File: src/rtl/cluster_pkg.sv
// Shared types and constants for the gateway cluster: client port bundles,
// length width, default channel count and the FSM state encodings.
package cluster_pkg;

    localparam int LEN_W     = 11;
    localparam int CLUSTER_N = 2;

    typedef struct packed {
        logic [LEN_W-1:0] len_c;
        logic [7:0]       idata;
        logic             raw_l;
        logic             raw_s;
    } client_in_t;

    typedef struct packed {
        logic [7:0] odata;
    } client_out_t;

    typedef enum logic [1:0] {ARB_IDLE, ARB_SEND, ARB_GAP} arb_state_t;

    typedef enum logic [1:0] {ADM_WAIT, ADM_ACCEPT, ADM_REJECT} adm_state_t;

    function automatic logic [7:0] sat_inc8(input logic [7:0] v);
        return (v == 8'hFF) ? v : v + 8'd1;
    endfunction

endpackage

File: src/rtl/gw_chan_fifo.sv
// One client channel: packet admission, byte FIFO with per-byte last flags,
// queue of completed packet lengths and a saturating dropped-packet counter.
module gw_chan_fifo
    import cluster_pkg::*;
#(
    parameter int FIFO_AW = 6,
    parameter int PKT_AW  = 2
) (
    input  logic             clk,
    input  logic             rst,
    input  client_in_t       cin,
    input  logic             rd_en,
    output logic [7:0]       rd_data,
    output logic             rd_last,
    output logic             pkt_avail,
    output logic [LEN_W-1:0] pkt_len,
    output logic [7:0]       drop_cnt
);
    localparam int DEPTH  = 1 << FIFO_AW;
    localparam int PDEPTH = 1 << PKT_AW;

    logic [7:0]       mem_q  [DEPTH];
    logic             last_q [DEPTH];
    logic [LEN_W-1:0] lq_q   [PDEPTH];

    logic [FIFO_AW:0] wr_ptr_q, wr_ptr_d, rd_ptr_q, rd_ptr_d;
    logic [PKT_AW:0]  lq_wr_q, lq_wr_d, lq_rd_q, lq_rd_d;
    adm_state_t       st_q, st_d;
    logic [LEN_W-1:0] len_q, len_d, cnt_q, cnt_d;
    logic [7:0]       drop_q, drop_d;

    logic [FIFO_AW:0]   occ;
    logic [LEN_W-1:0]   free_sp, push_len;
    logic [FIFO_AW-1:0] wr_idx, prev_idx;
    logic               lq_full, strobe, admit, wr_en, wr_last, patch, push;

    // Free space uses the occupancy at the start of the cycle, ignoring a concurrent pop.
    assign occ      = wr_ptr_q - rd_ptr_q;
    assign free_sp  = LEN_W'(DEPTH) - LEN_W'(occ);
    assign lq_full  = (lq_wr_q[PKT_AW] != lq_rd_q[PKT_AW]) &&
                      (lq_wr_q[PKT_AW-1:0] == lq_rd_q[PKT_AW-1:0]);
    assign strobe   = cin.raw_l && cin.raw_s;
    assign admit    = (cin.len_c != '0) && (cin.len_c <= free_sp) && !lq_full;
    assign wr_idx   = wr_ptr_q[FIFO_AW-1:0];
    assign prev_idx = wr_idx - FIFO_AW'(1);

    always_comb begin
        st_d     = st_q;
        len_d    = len_q;
        cnt_d    = cnt_q;
        drop_d   = drop_q;
        wr_en    = 1'b0;
        wr_last  = 1'b0;
        patch    = 1'b0;
        push     = 1'b0;
        push_len = cnt_q;
        case (st_q)
            ADM_WAIT: begin
                if (strobe) begin
                    if (admit) begin
                        wr_en   = 1'b1;
                        wr_last = (cin.len_c == LEN_W'(1));
                        push    = wr_last;
                        push_len = LEN_W'(1);
                        cnt_d   = LEN_W'(1);
                        len_d   = cin.len_c;
                        st_d    = ADM_ACCEPT;
                    end else begin
                        drop_d = sat_inc8(drop_q);
                        st_d   = ADM_REJECT;
                    end
                end
            end
            ADM_ACCEPT: begin
                if (!cin.raw_l) begin
                    st_d = ADM_WAIT;
                    // Short packet: re-flag the last written byte and queue the real count.
                    if (cnt_q != len_q) begin
                        patch = 1'b1;
                        push  = 1'b1;
                    end
                end else if (cin.raw_s && (cnt_q != len_q)) begin
                    wr_en   = 1'b1;
                    cnt_d   = cnt_q + LEN_W'(1);
                    wr_last = (cnt_d == len_q);
                    push    = wr_last;
                    push_len = len_q;
                end
            end
            default: begin
                if (!cin.raw_l) st_d = ADM_WAIT;
            end
        endcase
    end

    assign rd_data   = mem_q[rd_ptr_q[FIFO_AW-1:0]];
    assign rd_last   = last_q[rd_ptr_q[FIFO_AW-1:0]];
    assign pkt_avail = (lq_wr_q != lq_rd_q);
    assign pkt_len   = lq_q[lq_rd_q[PKT_AW-1:0]];
    assign drop_cnt  = drop_q;

    assign wr_ptr_d = wr_en ? wr_ptr_q + (FIFO_AW+1)'(1) : wr_ptr_q;
    assign rd_ptr_d = rd_en ? rd_ptr_q + (FIFO_AW+1)'(1) : rd_ptr_q;
    assign lq_wr_d  = push ? lq_wr_q + (PKT_AW+1)'(1) : lq_wr_q;
    assign lq_rd_d  = (rd_en && rd_last) ? lq_rd_q + (PKT_AW+1)'(1) : lq_rd_q;

    always_ff @(posedge clk) begin
        if (wr_en) begin
            mem_q[wr_idx]  <= cin.idata;
            last_q[wr_idx] <= wr_last;
        end else if (patch) begin
            last_q[prev_idx] <= 1'b1;
        end
        if (push) lq_q[lq_wr_q[PKT_AW-1:0]] <= push_len;
    end

    always_ff @(posedge clk or posedge rst) begin
        if (rst) begin
            wr_ptr_q <= '0;
            rd_ptr_q <= '0;
            lq_wr_q  <= '0;
            lq_rd_q  <= '0;
            st_q     <= ADM_WAIT;
            len_q    <= '0;
            cnt_q    <= '0;
            drop_q   <= '0;
        end else begin
            wr_ptr_q <= wr_ptr_d;
            rd_ptr_q <= rd_ptr_d;
            lq_wr_q  <= lq_wr_d;
            lq_rd_q  <= lq_rd_d;
            st_q     <= st_d;
            len_q    <= len_d;
            cnt_q    <= cnt_d;
            drop_q   <= drop_d;
        end
    end

endmodule

File: src/rtl/gateway_cluster_arb.sv
// N_CH byte-stream clients sharing one gateway: round-robin whole-packet
// arbitration onto the gateway port and latency-matched reply routing.
module gateway_cluster_arb
    import cluster_pkg::*;
#(
    parameter int N_CH    = CLUSTER_N,
    parameter int FIFO_AW = 6,
    parameter int PKT_AW  = 2,
    parameter int N_LAT   = 10
) (
    input  logic                  clk,
    input  logic                  rst,
    input  logic [LEN_W*N_CH-1:0] in_len_c,
    input  logic [8*N_CH-1:0]     in_idata,
    input  logic [N_CH-1:0]       in_raw_l,
    input  logic [N_CH-1:0]       in_raw_s,
    output logic [LEN_W-1:0]      gw_len_c,
    output logic [7:0]            gw_idata,
    output logic                  gw_raw_l,
    output logic                  gw_raw_s,
    input  logic [7:0]            gw_odata,
    output logic [7:0]            out_odata,
    output logic [N_CH-1:0]       out_strobe,
    output logic                  out_last,
    output logic [8*N_CH-1:0]     drop_cnt
);
    localparam int CH_W = (N_CH > 1) ? $clog2(N_CH) : 1;

    logic [7:0]       ch_data [N_CH];
    logic [LEN_W-1:0] ch_len  [N_CH];
    logic [N_CH-1:0]  ch_last, ch_avail, ch_rd;

    arb_state_t       state_q, state_d;
    logic [CH_W-1:0]  grant_q, grant_d, ptr_q, ptr_d, gw_ch_q, gw_ch_d, pick;
    logic [LEN_W-1:0] gw_len_q, gw_len_d;
    logic [7:0]       gw_idata_q, gw_idata_d;
    logic             gw_raw_l_q, gw_raw_l_d, gw_raw_s_q, gw_raw_s_d, gw_last_q, gw_last_d;
    logic             found;
    logic [CH_W:0]    rr_sum;

    logic [N_LAT-1:0]           dl_vld_q, dl_vld_d, dl_last_q, dl_last_d;
    logic [N_LAT-1:0][CH_W-1:0] dl_ch_q, dl_ch_d;
    client_out_t                hold_q, hold_d;
    logic                       ret_vld;

    genvar gi;
    for (gi = 0; gi < N_CH; gi++) begin : g_ch
        client_in_t cin;
        assign cin = {in_len_c[gi*LEN_W +: LEN_W], in_idata[gi*8 +: 8], in_raw_l[gi], in_raw_s[gi]};
        assign ch_rd[gi] = (state_q == ARB_SEND) && (grant_q == CH_W'(gi));

        gw_chan_fifo #(.FIFO_AW(FIFO_AW), .PKT_AW(PKT_AW)) u_fifo (
            .clk       (clk),
            .rst       (rst),
            .cin       (cin),
            .rd_en     (ch_rd[gi]),
            .rd_data   (ch_data[gi]),
            .rd_last   (ch_last[gi]),
            .pkt_avail (ch_avail[gi]),
            .pkt_len   (ch_len[gi]),
            .drop_cnt  (drop_cnt[gi*8 +: 8])
        );
    end

    // First eligible channel scanning upward from the pointer, wrapping mod N_CH.
    always_comb begin
        pick   = ptr_q;
        found  = 1'b0;
        rr_sum = '0;
        for (int i = 0; i < N_CH; i++) begin
            rr_sum = {1'b0, ptr_q} + (CH_W+1)'(i);
            if (rr_sum >= (CH_W+1)'(N_CH)) rr_sum = rr_sum - (CH_W+1)'(N_CH);
            if (!found && ch_avail[rr_sum[CH_W-1:0]]) begin
                found = 1'b1;
                pick  = rr_sum[CH_W-1:0];
            end
        end
    end

    always_comb begin
        state_d    = state_q;
        grant_d    = grant_q;
        ptr_d      = ptr_q;
        gw_ch_d    = gw_ch_q;
        gw_len_d   = '0;
        gw_idata_d = '0;
        gw_raw_l_d = 1'b0;
        gw_raw_s_d = 1'b0;
        gw_last_d  = 1'b0;
        case (state_q)
            ARB_IDLE: begin
                if (found) begin
                    grant_d = pick;
                    state_d = ARB_SEND;
                end
            end
            ARB_SEND: begin
                gw_raw_l_d = 1'b1;
                gw_raw_s_d = 1'b1;
                gw_idata_d = ch_data[grant_q];
                gw_len_d   = ch_len[grant_q];
                gw_last_d  = ch_last[grant_q];
                gw_ch_d    = grant_q;
                if (ch_last[grant_q]) begin
                    state_d = ARB_GAP;
                    ptr_d   = (grant_q == CH_W'(N_CH-1)) ? '0 : grant_q + CH_W'(1);
                end
            end
            default: state_d = ARB_IDLE;
        endcase
    end

    // Return tags travel alongside the bytes so they line up with gw_odata.
    for (gi = 0; gi < N_LAT; gi++) begin : g_dl
        if (gi == 0) begin : g_head
            assign dl_vld_d[gi]  = gw_raw_s_q;
            assign dl_last_d[gi] = gw_last_q;
            assign dl_ch_d[gi]   = gw_ch_q;
        end else begin : g_tail
            assign dl_vld_d[gi]  = dl_vld_q[gi-1];
            assign dl_last_d[gi] = dl_last_q[gi-1];
            assign dl_ch_d[gi]   = dl_ch_q[gi-1];
        end
    end

    assign ret_vld      = dl_vld_q[N_LAT-1];
    assign hold_d.odata = ret_vld ? gw_odata : hold_q.odata;
    assign out_odata    = hold_d.odata;
    assign out_last     = ret_vld && dl_last_q[N_LAT-1];

    always_comb begin
        out_strobe = '0;
        if (ret_vld) out_strobe[dl_ch_q[N_LAT-1]] = 1'b1;
    end

    assign gw_len_c = gw_len_q;
    assign gw_idata = gw_idata_q;
    assign gw_raw_l = gw_raw_l_q;
    assign gw_raw_s = gw_raw_s_q;

    always_ff @(posedge clk or posedge rst) begin
        if (rst) begin
            state_q    <= ARB_IDLE;
            grant_q    <= '0;
            ptr_q      <= '0;
            gw_ch_q    <= '0;
            gw_len_q   <= '0;
            gw_idata_q <= '0;
            gw_raw_l_q <= 1'b0;
            gw_raw_s_q <= 1'b0;
            gw_last_q  <= 1'b0;
            dl_vld_q   <= '0;
            dl_last_q  <= '0;
            dl_ch_q    <= '0;
            hold_q     <= '0;
        end else begin
            state_q    <= state_d;
            grant_q    <= grant_d;
            ptr_q      <= ptr_d;
            gw_ch_q    <= gw_ch_d;
            gw_len_q   <= gw_len_d;
            gw_idata_q <= gw_idata_d;
            gw_raw_l_q <= gw_raw_l_d;
            gw_raw_s_q <= gw_raw_s_d;
            gw_last_q  <= gw_last_d;
            dl_vld_q   <= dl_vld_d;
            dl_last_q  <= dl_last_d;
            dl_ch_q    <= dl_ch_d;
            hold_q     <= hold_d;
        end
    end

endmodule

File: config.mk
export PLATFORM = sky130hd
export DESIGN_NAME = gateway_cluster_arb
export DESIGN_NICKNAME = d
export VERILOG_FILES = /design/src/rtl/cluster_pkg.sv /design/src/rtl/gw_chan_fifo.sv /design/src/rtl/gateway_cluster_arb.sv
export SDC_FILE = /design/constraint.sdc
export NUM_CORES = 2
export LEC_CHECK = 0
export ABC_AREA = 1
export BUFFER_PORTS_ARGS = -buffer_cell sky130_fd_sc_hd__buf_4
export CAP_MARGIN = 20
export CORE_UTILIZATION = 40
export CTS_BUF_LIST = sky130_fd_sc_hd__clkbuf_16
export DETAILED_ROUTE_END_ITERATION = 7
export PLACE_DENSITY = 0.51
export SKIP_LAST_GASP = 1
export SLEW_MARGIN = 20
export SYNTH_ARGS = -nofsm -noshare
export SYNTH_HDL_FRONTEND = slang
export SYNTH_SLANG_ARGS = --single-unit
export TNS_END_PERCENT = 1
File: constraint.sdc
create_clock -name clk -period 6.73 [get_ports clk]
set_input_delay 0.673 -clock clk [delete_from_list [all_inputs] [get_ports clk]]
set_output_delay 0.673 -clock clk [all_outputs]
set_load 0.02 [all_outputs]
==> impl_metrics.tcl <==
set metrics [dict create \
    status "finished with violations" \
    violations "negative hold slack" \
    post_drt_wl_per_cell_um 22.1 \
    setup.worst_path.end "g_ch[1].u_fifo.mem_q[57][3]" \
    synth_top_area_cell "edfxtp_1" \
    dp_slack_ns 0.797 \
    grt_pass1_wl_um 254000 \
    area_growth_pct 12.5 \
    r2r_slack_ns 0.75 \
    period_share_pct 88.9 \
    finalSetupViolations 0 \
    synth-seq-cells 1408 \
    tns_ns 0 \
    relSlewSlack_pct 27.4 \
    yosysSeqAreaShare_pct 68.4 \
    cts.repair.resized 0 \
    setup_ws_ns 0.750 \
    drcViolationCount 0 \
    power_frac_comb_pct 35.7 \
    cts.sinks 1408 \
    finalHoldViolations 1 \
    grt_max_degree 198 \
    synth_ff_type "edfxtp_1" \
    worstPathMaxFanout 17 \
    fin_hold_ws_ns -0.00706 \
    pwr-share-seq_pct 36.4 \
    clkLatencyLatePin_ns 0.79 \
    rsz0062_at_grt "no" \
    fmax_ghz 0.167 \
    cp-start-kind "register" \
    synthesis.area_um2 60600 \
    slew_viol_final 0 \
    fin_crit_ns 5.98 \
    layout_common_cells "edfxtp_1 (1240), nor2_1 (1145), nand2_1 (754)" \
    die_y_um 391 \
    skew_ns 0.0399 \
    cap_violations 0 \
    final_common_cell "edfxtp_1" \
    hold_class "primary input to async pin" \
    cts_buffer_depth 3 \
    drive_gt1_share_pct 8.17 \
    ios 100 \
    power.leakage_nw 24.0 \
    synthDominantCellAreaShare_pct 61.5 \
    postRouteWirelength_um 168000 \
    place.gp.congestion 0.824 \
    chipWidth_um 391 \
    cts_tree "yes" \
    synthesis.nets 5564 \
    firstDrtPassIters 5 \
    antenna_found_initial 0 \
    switching_share_pct 39.4 \
    rows 142 \
    finalNetCount 5576 \
    core-area_um2 150000 \
    r2r_cells 21 \
    critPathLaunch "g_ch[1].u_fifo.wr_ptr_q[0]" \
    dieArea_um2 153000 \
    p_switching_w 0.0117 \
    p_per_area_nw_per_um2 436 \
    end_kind "register" \
    gr-usage-all-layers_pct 22.0 \
    cts_setup_buffers 0 \
    hpwl_um 99000 \
    worstPathArrival_ns 6.38 \
    path_class "register to register" \
    n_antenna_cell 0 \
    multi_input_area_um2 17100 \
    r2r_end "g_ch[1].u_fifo.mem_q[57][3]" \
    grt.overflow.total 0 \
    ys_types 47 \
    intPower_w 0.0180 \
    vias 40761 \
    h-tree-depth 4 \
    ys_async_sr_fraction_pct 11.9 \
    clkTransAtPathRegs_ns 0.06 \
    syn_inst 5454 \
    hold_buffers 0 \
    synth_area_leaders "edfxtp_1 (61%), nor2_1 (7.1%), dfrtp_1 (6.9%)" \
    filler_cell_count 13966 \
    cts_made_buffers 154 \
    via_per_inst 5.36 \
    synth_edf_count 1240 \
    drt_first_iter_violations 3409 \
    clkPwrFrac_pct 27.9 \
    cp.required_ns 7.13 \
    regArea_um2 41500 \
    start_util_pct 40.4 \
    grt_pass1_vias 39656 \
    vdd_drop_max_mv 0.318 \
    ant_nets 0 \
    yosysWarnings 0 \
    cts-root-buf "clkbuf_16" \
    finalPower_w 0.0297 \
    tightest_slew_ns 1.08 \
    r2r-start "g_ch[1].u_fifo.wr_ptr_q[0]" \
    io_buffer_count 99 \
    syn-mean-instance-area_um2 11.1 \
]
## through the flow
step / std cells / cell area [um^2] / util (%)
6_report: 7609 / 68200 / 45.4
5_1_grt: 7609 / 68200 / 45.4
4_1_cts: 7609 / 68200 / 45.4
3_5_place_dp: 7326 / 63100 / 42.1
3_3_place_gp: 7326 / 63100 / 42.1
2_1_floorplan: 5454 / 60600 / -
## cells in the mapped netlist, types with 14 or more instances
cell and number:
o211ai_1 141, o32ai_1 22, nand3_1 270, xnor2_1 32, ha_1 56, o21ai_0 687, inv_2 14, buf_1 18
buf_2 63, o22ai_1 107, edfxtp_1 1240, dfrtp_1 168, inv_1 196, nand2_1 756, nor2_1 1149, clkbuf_1 209
a21oi_1 90, nand4_1 31, xor2_1 66, nand3_2 14
## worst min-delay path by stage
stage,depth (start not counted),start,slack [ns],end
after detailed placement,0,dl_vld_q[4],0.33,dl_vld_q[5]
after CTS,2,rst,0.02,gw_idata[6]
after global placement,0,dl_ch_d[1],0.33,dl_ch_d[2]
final,2,rst,-0.007,gw_idata[6]
after floorplan,0,dl_ch_d[1],0.33,dl_ch_d[2]
after global routing,2,rst,0.05,gw_idata[6]
## cells by family (layout without fill, tap and decap cells)
kind of cell               count (synthesis)  count (layout)  synth area share (%)
AOI/OAI and AO/OA                       1084            1084                  10.1
adders and majority gates                 58              58                  1.22
and+or+nand+nor                         2283            2283                  15.3
DFF                                     1408            1408                  68.4
xor gates and xnor gates                 101             101                  1.53
buffers and inverters                    520             659                  3.44
## cell type report
class | count | share of cell area (%)
Clock buffer | 158 | 5.80
Clock inverter | 125 | 1.54
Inverter | 221 | 1.25
Multi-Input combinational cell | 3526 | 25.1
Sequential cell | 1408 | 60.8
Tap cell | 2016 | 3.70
Timing Repair Buffer | 155 | 1.78
## worst max-delay path: stages (launching register included)
cell	delay, ns
dfrtp_1	0.45
inv_1	0.20
ha_1	0.25
fa_1	0.41
o21ai_0	0.30
a21oi_1	0.12
o21bai_1	0.16
xor2_1	0.24
nand2_1	0.18
ha_1	0.34
nand2_1	0.06
inv_1	0.06
nand2_1	0.07
nor2_1	0.14
nand4_1	0.09
nand2_1	0.14
nand3_1	0.12
nand2_2	0.30
inv_2	0.11
nor2_2	0.20
nand3_1	0.74
nor2_1	0.91
## layer usage
layer	wire length, um	up-vias	global-route usage [%]	share of wire, %
li1	-	19196	-	-
met1	75000	20122	30.7	45
met2	80300	1183	35.9	48
met3	8430	260	2.76	5.0
met4	4210	0	6.30	2.5
met5	0	-	0	0
## power by group through the flow
stage	logic [W]	clock network, W	registers, W
floorplan	0.00725	0	0.0107
global placement	0.0106	0	0.0110
detailed placement	0.0106	0	0.0110
CTS	0.0107	0.00844	0.0108
global route	0.0118	0.00875	0.0109
finish	0.0106	0.00827	0.0108
## sequential cells by signal, summed over array words and instances (netlist names), 2 cells and up
signal	cells
hold_q	8
g_ch.u_fifo.mem_q	1024
g_ch.u_fifo.cnt_q	22
gw_len_c	11
g_ch.u_fifo.lq_q	88
g_ch.u_fifo.drop_cnt	16
dl_vld_q	10
g_ch.u_fifo.wr_ptr_q	14
dl_last_q	10
g_ch.u_fifo.lq_rd_q	6
g_ch.u_fifo.last_q	128
gw_idata	8
g_ch.u_fifo.len_q	22
g_ch.u_fifo.lq_wr_q	6
dl_ch_d	9
state_q	2
g_ch.u_fifo.rd_ptr_q	14
g_ch.u_fifo.st_q	4
Note: power is estimated with default switching activity, not from simulation.
